`src/rtl/key_pkg.sv`:
```
// Shared definitions for the key press decoder: FSM state encodings and default timing
// constants (100 Hz hold tick at 100 MHz, 1 s long press, 200 ms auto-repeat).
package key_pkg;

    typedef enum logic [1:0] {
        KEY_IDLE  = 2'b00,
        KEY_PRESS = 2'b01,
        KEY_LONG  = 2'b10
    } key_state_e;

    localparam int KEY_TICK_DIV     = 1000000;
    localparam int KEY_TICK_W       = 20;
    localparam int KEY_LONG_TICKS   = 100;
    localparam int KEY_REPEAT_TICKS = 20;
    localparam int KEY_CNT_W        = 8;

endpackage

```
`src/rtl/key_tick_prescaler.sv`:
```
// Free-running prescaler: tick is high for one clk cycle every TICK_DIV cycles,
// while the count sits at TICK_DIV-1.
module key_tick_prescaler
    import key_pkg::*;
#(
    parameter int TICK_DIV = KEY_TICK_DIV,
    parameter int TICK_W   = KEY_TICK_W
) (
    input  logic clk,
    input  logic rst_n,
    output logic tick
);

    localparam logic [TICK_W-1:0] LAST = TICK_W'(TICK_DIV - 1);

    logic [TICK_W-1:0] count;

    // NOTE: sequential state uses non-blocking assignments so every register samples
    // pre-edge values, independent of block ordering.
    always_ff @(posedge clk or negedge rst_n) begin
        if (!rst_n) begin
            count <= '0;
        end else if (count == LAST) begin
            count <= '0;
        end else begin
            count <= count + 1'b1;
        end
    end

    assign tick = (count == LAST);

endmodule

```
`src/rtl/key_press_decoder.sv`:
```
// Classifies debounced key presses into short/long/auto-repeat single-cycle pulses.
// Auto-repeat in the LONG state is enabled by defining KEY_REPEAT_EN.
module key_press_decoder
    import key_pkg::*;
#(
    parameter int TICK_DIV     = KEY_TICK_DIV,
    parameter int TICK_W       = KEY_TICK_W,
    parameter int LONG_TICKS   = KEY_LONG_TICKS,
    parameter int REPEAT_TICKS = KEY_REPEAT_TICKS,
    parameter int CNT_W        = KEY_CNT_W
) (
    input  logic clk,
    input  logic rst_n,
    input  logic key_in,
    output logic short_press,
    output logic long_press,
    output logic repeat_pulse,
    output logic key_held
);

`ifdef KEY_REPEAT_EN
    localparam bit REPEAT_EN = 1'b1;
`else
    localparam bit REPEAT_EN = 1'b0;
`endif

    localparam logic [CNT_W-1:0] LONG_LAST   = CNT_W'(LONG_TICKS - 1);
    localparam logic [CNT_W-1:0] REPEAT_LAST = CNT_W'(REPEAT_TICKS - 1);

    key_state_e       state, state_nxt;
    logic [CNT_W-1:0] cnt, cnt_nxt;
    logic             short_nxt, long_nxt, repeat_nxt;
    logic             tick;

    key_tick_prescaler #(
        .TICK_DIV (TICK_DIV),
        .TICK_W   (TICK_W)
    ) u_prescaler (
        .clk   (clk),
        .rst_n (rst_n),
        .tick  (tick)
    );

    always_ff @(posedge clk or negedge rst_n) begin
        if (!rst_n) begin
            state <= KEY_IDLE;
        end else begin
            state <= state_nxt;
        end
    end

    // NOTE: every combinational output gets a default first, so no path can infer a latch.
    always_comb begin
        state_nxt  = state;
        cnt_nxt    = cnt;
        short_nxt  = 1'b0;
        long_nxt   = 1'b0;
        repeat_nxt = 1'b0;
        case (state)
            KEY_IDLE: begin
                if (key_in) begin
                    state_nxt = KEY_PRESS;
                    cnt_nxt   = '0;
                end
            end
            KEY_PRESS: begin
                // Release is checked before the tick so it wins a same-cycle threshold.
                if (!key_in) begin
                    state_nxt = KEY_IDLE;
                    cnt_nxt   = '0;
                    short_nxt = 1'b1;
                end else if (tick) begin
                    if (cnt == LONG_LAST) begin
                        state_nxt = KEY_LONG;
                        cnt_nxt   = '0;
                        long_nxt  = 1'b1;
                    end else begin
                        cnt_nxt = cnt + 1'b1;
                    end
                end
            end
            KEY_LONG: begin
                if (!key_in) begin
                    state_nxt = KEY_IDLE;
                    cnt_nxt   = '0;
                end else if (REPEAT_EN && tick) begin
                    if (cnt == REPEAT_LAST) begin
                        cnt_nxt    = '0;
                        repeat_nxt = 1'b1;
                    end else begin
                        cnt_nxt = cnt + 1'b1;
                    end
                end
            end
            default: begin
                state_nxt = KEY_IDLE;
                cnt_nxt   = '0;
            end
        endcase
    end

    always_ff @(posedge clk or negedge rst_n) begin
        if (!rst_n) begin
            cnt          <= '0;
            short_press  <= 1'b0;
            long_press   <= 1'b0;
            repeat_pulse <= 1'b0;
            key_held     <= 1'b0;
        end else begin
            cnt          <= cnt_nxt;
            short_press  <= short_nxt;
            long_press   <= long_nxt;
            repeat_pulse <= repeat_nxt;
            key_held     <= (state_nxt != KEY_IDLE);
        end
    end

endmodule
```
`config.mk`:
```
export PLATFORM = sky130hd
export DESIGN_NAME = key_press_decoder
export DESIGN_NICKNAME = d
export VERILOG_FILES = /design/src/rtl/key_pkg.sv /design/src/rtl/key_tick_prescaler.sv /design/src/rtl/key_press_decoder.sv
export SDC_FILE = /design/constraint.sdc
export NUM_CORES = 1
export LEC_CHECK = 0
export CORE_MARGIN = 4
export CORE_UTILIZATION = 43
export DETAILED_ROUTE_END_ITERATION = 8
export PLACE_DENSITY = 0.63
export SLEW_MARGIN = 20
export SYNTH_ARGS = -nofsm -noshare
export SYNTH_HDL_FRONTEND = slang
export SYNTH_SLANG_ARGS = --single-unit
```
`constraint.sdc`:
```
create_clock -name clk -period 5.05 [get_ports clk]
set_clock_uncertainty 0.2 [all_clocks]
set_input_delay 1.01 -clock clk [delete_from_list [all_inputs] [get_ports clk]]
set_output_delay 1.01 -clock clk [all_outputs]
set_load 0.05 [all_outputs]
```
==> qor_table.md, run 1 <==
| Stage | Result | Value |
|---|---|---|
| timing | Final total negative setup slack | 0 ns |
| worst setup path | Path depth of the worst reg2reg path | 5 |
| hold path | Endpoint, Worst Hold | u_prescaler.count[18]$_DFF_PN0_ |
| final layout | Share of layout cells above drive strength 1 | 0.0546 |
| clock tree | Clock Path Buffers | 2 |
| routing | Iteration-0 DRC count of the detailed router | 98 |
| synth | Total number of yosys warnings | 0 |
| synth | Syn_area_per_cell | 9.88 um2 |
| synth | Largest family of logic cells by synthesized area | simple AND/OR/NAND/NOR gates |
| timing | Clock period minus final worst setup slack | 2.81 ns |
| final layout | Layout Nets | 188 |
| worst setup path | Crit-path max cell delay | 0.72 ns |
| placed design | Final estimated routing congestion in global placement | 0.850 |
| routing | ANT nets after route | 0 |
| clock tree | Clock-pin slew on the worst setup and hold paths | 0.07 ns |
| synth | Simple logic cell fraction of the synthesized area | 0.268 |
| routing | DRT met1 WL | 1680 um |
| synth | XOR/XNOR share of the synthesized area | 0.0709 |
| worst setup path | Arrival time of data at the critical path endpoint | 2.75 ns |
| global route | Antenna violations before repair | 0 |
| worst setup path | Critical path class | reg2reg |
| hold path | Worst hold start | u_prescaler.count[18]$_DFF_PN0_ |
| placed design | Number of I/O port buffers | 5 |
| routing | Avg WL per Cell | 14.8 um |
| routing | Met3 Wirelength | 144 um |
| synth | Cell Area, Synth | 0.00173 mm2 |
| synth | Most frequently used flop master after synthesis | sky130_fd_sc_hd__dfrtp_1 |
| floorplan | Die H | 71.4 um |
| worst setup path | Register-to-register path setup slack | 2.24 ns |
| synth | Seq/Total Area, Yosys | 0.478 |
| worst setup path | Largest fanout on the critical path | 12 |
| timing | Share of the clock period used by the worst path | 0.557 |
| clock tree | Clock tree from TritonCTS | built |
| pwr | Power per Cell Area | 256 mW/mm2 |
| worst setup path | Element type at the critical path start | register |
| synth | Distinct cells, synth | 44 |
| clock tree | Number of clock sinks seen by CTS | 33 |
| timing | Setup repair after global routing missed its margin | no |
| hold path | Cell count of the worst hold path | 1 |
| worst setup path | Capturing element type of the critical path | register |
| final layout | Filler Cell Count | 333 |
| synth | Share of synthesized area spent on multiplexers | 0.0232 |
| worst setup path | Ordered list of cells on the worst path | ha_1 > nand2_1 > or4_1 > nor2_1 > a311oi_1 |
| synth | Largest area contributor in the netlist | sky130_fd_sc_hd__dfrtp_1 |
| job | Count of maximum capacitance violations | 0 |
| placed design | Total placed cells including tap cells | 224 |
| floorplan | Starting utilization of the core area | 0.459 |
| final layout | Antenna diode count | 0 |
| timing | Worst slew pin tran | 0.927 ns |
| timing | Hold slack final | 0.297 ns |
| placed design | DP Wirelength | 2360 um |
| clock tree | Number of H-tree levels | 2 |
| clock tree | Cell chosen for the clock root | sky130_fd_sc_hd__clkbuf_8 |
| timing | Relative max-transition margin | 0.376 |
| synth | Adder-cell area share of the yosys netlist | 0.0145 |
| timing | Number of endpoints with negative hold slack in the final report | 0 |
| pwr | Lkg Pwr | 0.790 nW |
| global route | Overall track demand over capacity in global routing | 0.152 |
| synth | Share of the synthesized area in the top cell type | 0.478 |
| global route | Global route overflow | 0 |
| final layout | Area taken by multi-input logic gates | 848 um2 |
| worst setup path | Reg-to-Reg End | state[0]$_DFF_PN0_ |
| final layout | Area grow syn2layout | 9.91% |
| routing | Number of iterations in the first detailed-routing pass | 4 |
| global route | Number of global-route vias before repair | 1328 |
| floorplan | Horizontal die dimension | 71.4 um |
| synth | Cells after Synth | 175 |
| floorplan | Area of the core | 0.00377 mm2 |
| clock tree | CTS Hold Buffers Added | 0 |
| clock tree | Clk Latency, worst-skew pair | 0.29 ns |
| routing | Via density | 5.85 |
| floorplan | Cell Rows | 22 |
| routing | Routed length on met2 | 1550 um |
| timing | Final Max Slew Viols | 0 |
| pwr | Largest voltage drop on the vdd net | 0.143 mV |
| final layout | Final core utilization | 0.504 |
| outcome | Run status | finished, final reports clean |
| synth | Number of enable-type register cells in the synthesized netlist | 0 |
| worst setup path | Launch point of the critical path | u_prescaler.count[0]$_DFF_PN0_ |
| worst setup path | Required time reported for the critical path endpoint | 4.98 ns |
| global route | Global-route wire length before repair | 6150 um |
| timing | Finish-stage setup viols | 0 |
| global route | Pin count of the biggest net entering global routing | 34 |
| synth | Compound-Gate Fraction of Synth Area | 0.111 |
| floorplan | Overall die area | 0.00510 mm2 |
| routing | Vias after detailed routing | 1351 |
| worst setup path | Reg-to-reg critical path startpoint | u_prescaler.count[0]$_DFF_PN0_ |
| clock tree | Cells resized by post-CTS repair | 0 |
| hold path | Worst min-delay path class | reg2reg |
| final layout | Register area | 826 um2 |
| synth | Cell types with the largest area share after synthesis | sky130_fd_sc_hd__dfrtp_1 (48%), sky130_fd_sc_hd__nand3_1 (4.6%), sky130_fd_sc_hd__xnor2_1 (3.5%), sky130_fd_sc_hd__xor2_1 (3.5%), sky130_fd_sc_hd__nor2_1 (3.5%) |
| synth | Async set-or-reset flop fraction in the synthesized netlist | 1.00 |
| final layout | Number of cells in the finished layout apart from fillers | 231 |
| synth | Synthesized net count | 180 |
| timing | Max frequency | 355 MHz |
| clock tree | Number of clock buffers inserted by TritonCTS | 5 |
| routing | DR top layer | met4 |
| routing | Final wirelength | 3430 um |
| worst setup path | Slowest stage cell, crit path | sky130_fd_sc_hd__nor2_1 |
| clock tree | Setup fix buffers added after clock tree synthesis | 0 |
| floorplan | Number of placed I/O pins | 7 |
| synth | Register bit count reported by yosys | 33 |
| routing | Remaining routing DRC violations | 0 |
per-stage QoR:
step / instance area [um2] / power, mW / setup slack, ns
finish: 1900 / 0.486 / 2.24
global route: 1900 / 0.508 / 2.02
CTS: 1900 / 0.494 / 2.21
detailed placement: 1810 / 0.294 / 2.02
global placement: 1810 / 0.293 / 2.06
floorplan: 1730 / 0.283 / 2.72
per-layer routing:
layer | GRT usage | up-vias
met5 | 0 | -
met4 | 0.0689 | 0
met3 | 0.0379 | 7
met2 | 0.237 | 29
met1 | 0.199 | 656
li1 | - | 659
sequential cells by signal (all words and copies together) (netlist names):
signal             flops
short_press            1
u_prescaler.count     20
long_press             1
cnt                    8
state                  2
key_held               1
worst max-delay path by stage:
stage | cells after the start | slack, ns | to
detailed placement | 5 | 2.02 | cnt[6]$_DFFE_PN0P_
floorplan | 6 | 2.72 | cnt[6]$_DFFE_PN0P_
finish | 5 | 2.24 | state[0]$_DFF_PN0_
global placement | 5 | 2.06 | cnt[6]$_DFFE_PN0P_
CTS | 5 | 2.21 | state[0]$_DFF_PN0_
global route | 5 | 2.02 | state[0]$_DFF_PN0_
placed cells by master, fill, tap and decap left out, drive strengths merged, types with 6 or more instances in the layout:
cell type	instances
nor4	7
nand2	10
clkbuf	7
nor2	16
and3	6
nor3	7
xnor2	7
inv	6
xor2	7
nand3	17
dfrtp	33
synth_stat cells, drive strengths merged, types with 4 or more instances:
master / count
buf: 4
nand2: 10
mux2i: 4
nand4: 4
nor4: 7
and3: 6
xnor2: 7
xor2: 7
inv: 6
dfrtp: 33
nor2: 16
o21ai: 5
a221o: 4
nand3: 17
nor3: 7
final cells by class:
class / count / area share
multi-input combinational: 131 / 0.446
sequential: 33 / 0.434
clock buffer: 7 / 0.0454
tap: 48 / 0.0316
timing repair buffer: 6 / 0.0303
inverter: 6 / 0.0118
critical path: cells and delay by family, from the launching register on:
kind,cells,cell delay [ns]
AOI/OAI and AO/OA,1,0.20
adders and majority gates,1,0.28
DFF,1,0.41
and+or+nand+nor,3,1.56
kinds of logic (layout without fill, tap and decap cells):
logic type | count (synthesis) | count (layout)
AOI/OAI and AO/OA | 25 | 25
and+or+nand+nor | 85 | 85
buffers and inverters | 11 | 19
muxes | 4 | 4
xor gates and xnor gates | 14 | 14
other | 1 | 1
DFF | 33 | 33
adders and majority gates | 2 | 2
power by group:
group / total (mW) / leakage [nW] / internal, mW / switching (mW)
Sequential: 0.267 / 0.441 / 0.266 / 0.00120
Clock: 0.198 / 0.0443 / 0.108 / 0.0899
Combinational: 0.0216 / 0.304 / 0.00588 / 0.0157
Total: 0.486 / 0.790 / 0.379 / 0.107
Power figures use the tool's default switching activity.
==> run 2: changes to the inputs <==
PLACE_DENSITY = 0.65   (was 0.63)
clock period = 2.3 ns   (was 5.05 ns; I/O delays follow)
==> run 2 against run 1 <==
  * Worst hold slack improved by 0.014 ns
  * Total power increased to 2.5 times the previous value
  * Combinational power increased to 2.5 times the previous value
  * Die area unchanged
  * Largest power group unchanged
  * Highest routed layer unchanged
==> qor_table.md, run 2 (synthesis gave the netlist of run 1 again) <==
| Stage | Result | Value | Change |
|---|---|---|---|
| outcome | Run status | finished, final reports clean | unchanged |
| routing | Final wirelength | 3850 um | was 3430 um |
| hold path | Worst min-delay path class | reg2reg | unchanged |
| clock tree | Clock Path Buffers | 2 | unchanged |
| timing | Worst slew pin tran | 0.547 ns | was 0.927 ns |
| timing | Clock period minus final worst setup slack | 2.22 ns | was 2.81 ns |
| pwr | Switching part of the total | 0.216 | was 0.220 |
| clock tree | Cells resized by post-CTS repair | 0 | unchanged |
| placed design | Minimum setup slack after placement | 0.0498 ns | was 2.02 ns |
| global route | Global route overflow | 0 | unchanged |
| placed design | Final estimated routing congestion in global placement | 0.901 | was 0.850 |
| timing | Finish-stage setup viols | 0 | unchanged |
| pwr | Combinational Power Share | 0.045 | was 0.044 |
| pwr | Clock group share of total power | 0.473 | was 0.407 |
| worst setup path | Critical path class | reg2reg | unchanged |
| clock tree | Number of clock sinks seen by CTS | 33 | unchanged |
| floorplan | Starting utilization of the core area | 0.459 | unchanged |
| routing | Remaining routing DRC violations | 0 | unchanged |
| clock tree | Setup fix buffers added after clock tree synthesis | 0 | unchanged |
| timing | Hold slack final | 0.311 ns | was 0.297 ns |
| timing | Final total negative setup slack | 0 ns | unchanged |
| timing | Share of the clock period used by the worst path | 0.963 | was 0.557 |
| final layout | Layout Nets | 211 | was 188 |
| worst setup path | Register-to-register path setup slack | 0.08 ns | was 2.24 ns |
| final layout | Most common cell after layout, fill and taps aside | sky130_fd_sc_hd__dfrtp_1 | unchanged |
| pwr | Int Pwr | 0.953 mW | was 0.379 mW |
| floorplan | Horizontal die dimension | 71.4 um | unchanged |
| timing | Number of endpoints with negative hold slack in the final report | 0 | unchanged |
| final layout | Number of cells in the finished layout apart from fillers | 255 | was 231 |
| routing | ANT nets after route | 0 | unchanged |
| final layout | Share of layout cells above drive strength 1 | 0.184 | was 0.0546 |
| timing | Setup repair after global routing missed its margin | no | unchanged |
| worst setup path | Reg-to-Reg End | cnt[3]$_DFFE_PN0P_ | was state[0]$_DFF_PN0_ |
| worst setup path | Slowest stage cell, crit path | sky130_fd_sc_hd__or4_1 | was sky130_fd_sc_hd__nor2_1 |
| worst setup path | Crit-path max cell delay | 0.52 ns | was 0.72 ns |
| global route | Number of global-route vias before repair | 1474 | was 1328 |
| final layout | Antenna diode count | 0 | unchanged |
| worst setup path | Largest fanout on the critical path | 7 | was 12 |
| routing | Avg WL per Cell | 15.1 um | was 14.8 um |
| final layout | Largest register FFs | 20 | unchanged |
| final layout | Final core utilization | 0.563 | was 0.504 |
| timing | Worst Slack Setup Final | 0.0845 ns | was 2.24 ns |
| worst setup path | Ordered list of cells on the worst path | or4_1 > or2_1 > buf_4 > o31a_1 > a221o_1 | was ha_1 > nand2_1 > or4_1 > nor2_1 > a311oi_1 |
| worst setup path | Launch point of the critical path | u_prescaler.count[11]$_DFF_PN0_ | was u_prescaler.count[0]$_DFF_PN0_ |
| timing | Final Max Slew Viols | 0 | unchanged |
| worst setup path | Capturing element type of the critical path | register | unchanged |
| global route | Pin count of the biggest net entering global routing | 34 | unchanged |
| floorplan | Cell Rows | 22 | unchanged |
| worst setup path | Element type at the critical path start | register | unchanged |
| final layout | Most used cells in the layout excluding fill and tap cells | sky130_fd_sc_hd__dfrtp_1 (32), sky130_fd_sc_hd__buf_4 (24), sky130_fd_sc_hd__nor2_1 (16), sky130_fd_sc_hd__nand3_1 (16), sky130_fd_sc_hd__nand2_1 (10) | was sky130_fd_sc_hd__dfrtp_1 (33), sky130_fd_sc_hd__nor2_1 (16), sky130_fd_sc_hd__nand3_1 (16) |
| clock tree | Number of H-tree levels | 2 | unchanged |
| job | Count of maximum capacitance violations | 0 | unchanged |
| final layout | Area grow syn2layout | 22.9% | was 9.91% |
| routing | Iteration-0 DRC count of the detailed router | 118 | was 98 |
| floorplan | Area of the core | 0.00377 mm2 | unchanged |
| clock tree | Clk Latency, worst-skew pair | 0.29 ns | about the same |
| placed design | Number of I/O port buffers | 5 | unchanged |
| clock tree | Number of clock buffers inserted by TritonCTS | 5 | unchanged |
| worst setup path | Path depth of the worst reg2reg path | 5 | unchanged |
| worst setup path | Buffering stage count on the worst path with inverters included | 1 | was 0 |
| timing | Max frequency | 451 MHz | was 355 MHz |
| hold path | Cell count of the worst hold path | 1 | unchanged |
| timing | Relative max-transition margin | 0.632 | was 0.376 |
| global route | Antenna violations before repair | 0 | unchanged |
| worst setup path | Reg-to-reg critical path startpoint | u_prescaler.count[11]$_DFF_PN0_ | was u_prescaler.count[0]$_DFF_PN0_ |
| pwr | Flop pwr share | 0.482 | was 0.549 |
| clock tree | Clock-pin slew on the worst setup and hold paths | 0.07 ns | about the same |
| clock tree | Clock tree from TritonCTS | built | unchanged |
| final layout | Filler Cell Count | 330 | was 333 |
| placed design | Total placed cells including tap cells | 247 | was 224 |
| clock tree | CTS Hold Buffers Added | 0 | unchanged |
| routing | Via density | 5.64 | was 5.85 |
| final layout | Register name with the most flops | u_prescaler.count | unchanged |
| pwr | Largest voltage drop on the vdd net | 0.320 mV | was 0.143 mV |
| global route | Overall track demand over capacity in global routing | 0.171 | was 0.152 |
| worst setup path | Number of cells on the critical path | 5 | unchanged |
| routing | Number of iterations in the first detailed-routing pass | 4 | unchanged |
| floorplan | Number of placed I/O pins | 7 | unchanged |
| worst setup path | Top delay family on crit path | simple AND/OR/NAND/NOR gates | unchanged |
| worst setup path | Arrival time of data at the critical path endpoint | 2.19 ns | was 2.75 ns |
| final layout | Largest regs | u_prescaler.count x20, cnt x8, state x2 | unchanged |
| global route | Global-route wire length before repair | 6800 um | was 6150 um |
| pwr | Lkg Pwr | 0.919 nW | was 0.790 nW |
| floorplan | Overall die area | 0.00510 mm2 | unchanged |
| placed design | DP Wirelength | 2920 um | was 2360 um |
| clock tree | Cell chosen for the clock root | sky130_fd_sc_hd__clkbuf_8 | unchanged |
| floorplan | Die H | 71.4 um | unchanged |
| routing | Vias after detailed routing | 1437 | was 1351 |
| worst setup path | Destination of the critical timing path | cnt[3]$_DFFE_PN0P_ | was state[0]$_DFF_PN0_ |
| pwr | Power per Cell Area | 572 mW/mm2 | was 256 mW/mm2 |
| pwr | Switching power of the nets | 0.263 mW | was 0.107 mW |
| worst setup path | Required time reported for the critical path endpoint | 2.28 ns | was 4.98 ns |
run 2: cell count changes in the layout (fill, tap and decap cells not counted), sizes merged:
| cell | before | now |
|---|---|---|
| clkinvlp | 0 | 1 |
| bufinv | 0 | 1 |
| clkbuf | 7 | 6 |
| buf | 1 | 24 |
run 2: layer usage:
layer / part of all wire / wire length [um] / GRT usage / vias to the layer above
met4: 0.026 / 100 / 0.0919 / 0
met3: 0.042 / 161 / 0.0379 / 12
met5: 0 / 0 / 0 / -
li1: - / - / - / 703
met1: 0.45 / 1750 / 0.218 / 691
met2: 0.48 / 1840 / 0.270 / 31
run 2: area by class of cell:
| class | instances | area, um2 | share of cell area |
|---|---|---|---|
| clock buffer | 6 | 82.6 | 0.0389 |
| multi-input combinational | 131 | 865 | 0.407 |
| tap | 48 | 60.1 | 0.0283 |
| clock inverter | 2 | 37.5 | 0.0177 |
| inverter | 6 | 22.5 | 0.0106 |
| timing repair buffer | 29 | 230 | 0.108 |
| sequential | 33 | 827 | 0.389 |
run 2: how the worst min path moves through the flow:
stage / startpoint / end / slack [ns]
detailed placement: u_prescaler.count[18]$_DFF_PN0_ / u_prescaler.count[18]$_DFF_PN0_ / 0.31
CTS: u_prescaler.count[17]$_DFF_PN0_ / u_prescaler.count[17]$_DFF_PN0_ / 0.32
finish: u_prescaler.count[18]$_DFF_PN0_ / u_prescaler.count[18]$_DFF_PN0_ / 0.31
floorplan: rst_n / cnt[0]$_DFFE_PN0P_ / -0.04
global placement: u_prescaler.count[18]$_DFF_PN0_ / u_prescaler.count[18]$_DFF_PN0_ / 0.28
global route: u_prescaler.count[17]$_DFF_PN0_ / u_prescaler.count[17]$_DFF_PN0_ / 0.34
run 2: power by group through the flow:
stage          clock, mW  combinational, mW  sequential (mW)
3_3_place_gp           0             0.0544            0.596
2_1_floorplan          0             0.0205            0.601
4_1_cts            0.588             0.0562            0.586
5_1_grt            0.622             0.0609            0.586
3_5_place_dp           0             0.0558            0.597
6_report           0.575             0.0549            0.586
run 2: per-stage QoR:
step                total power, mW  area, um2
finish                         1.22       2120
global route                   1.27       2120
CTS                            1.23       2120
detailed placement            0.653       2000
global placement              0.651       2000
floorplan                     0.622       1740
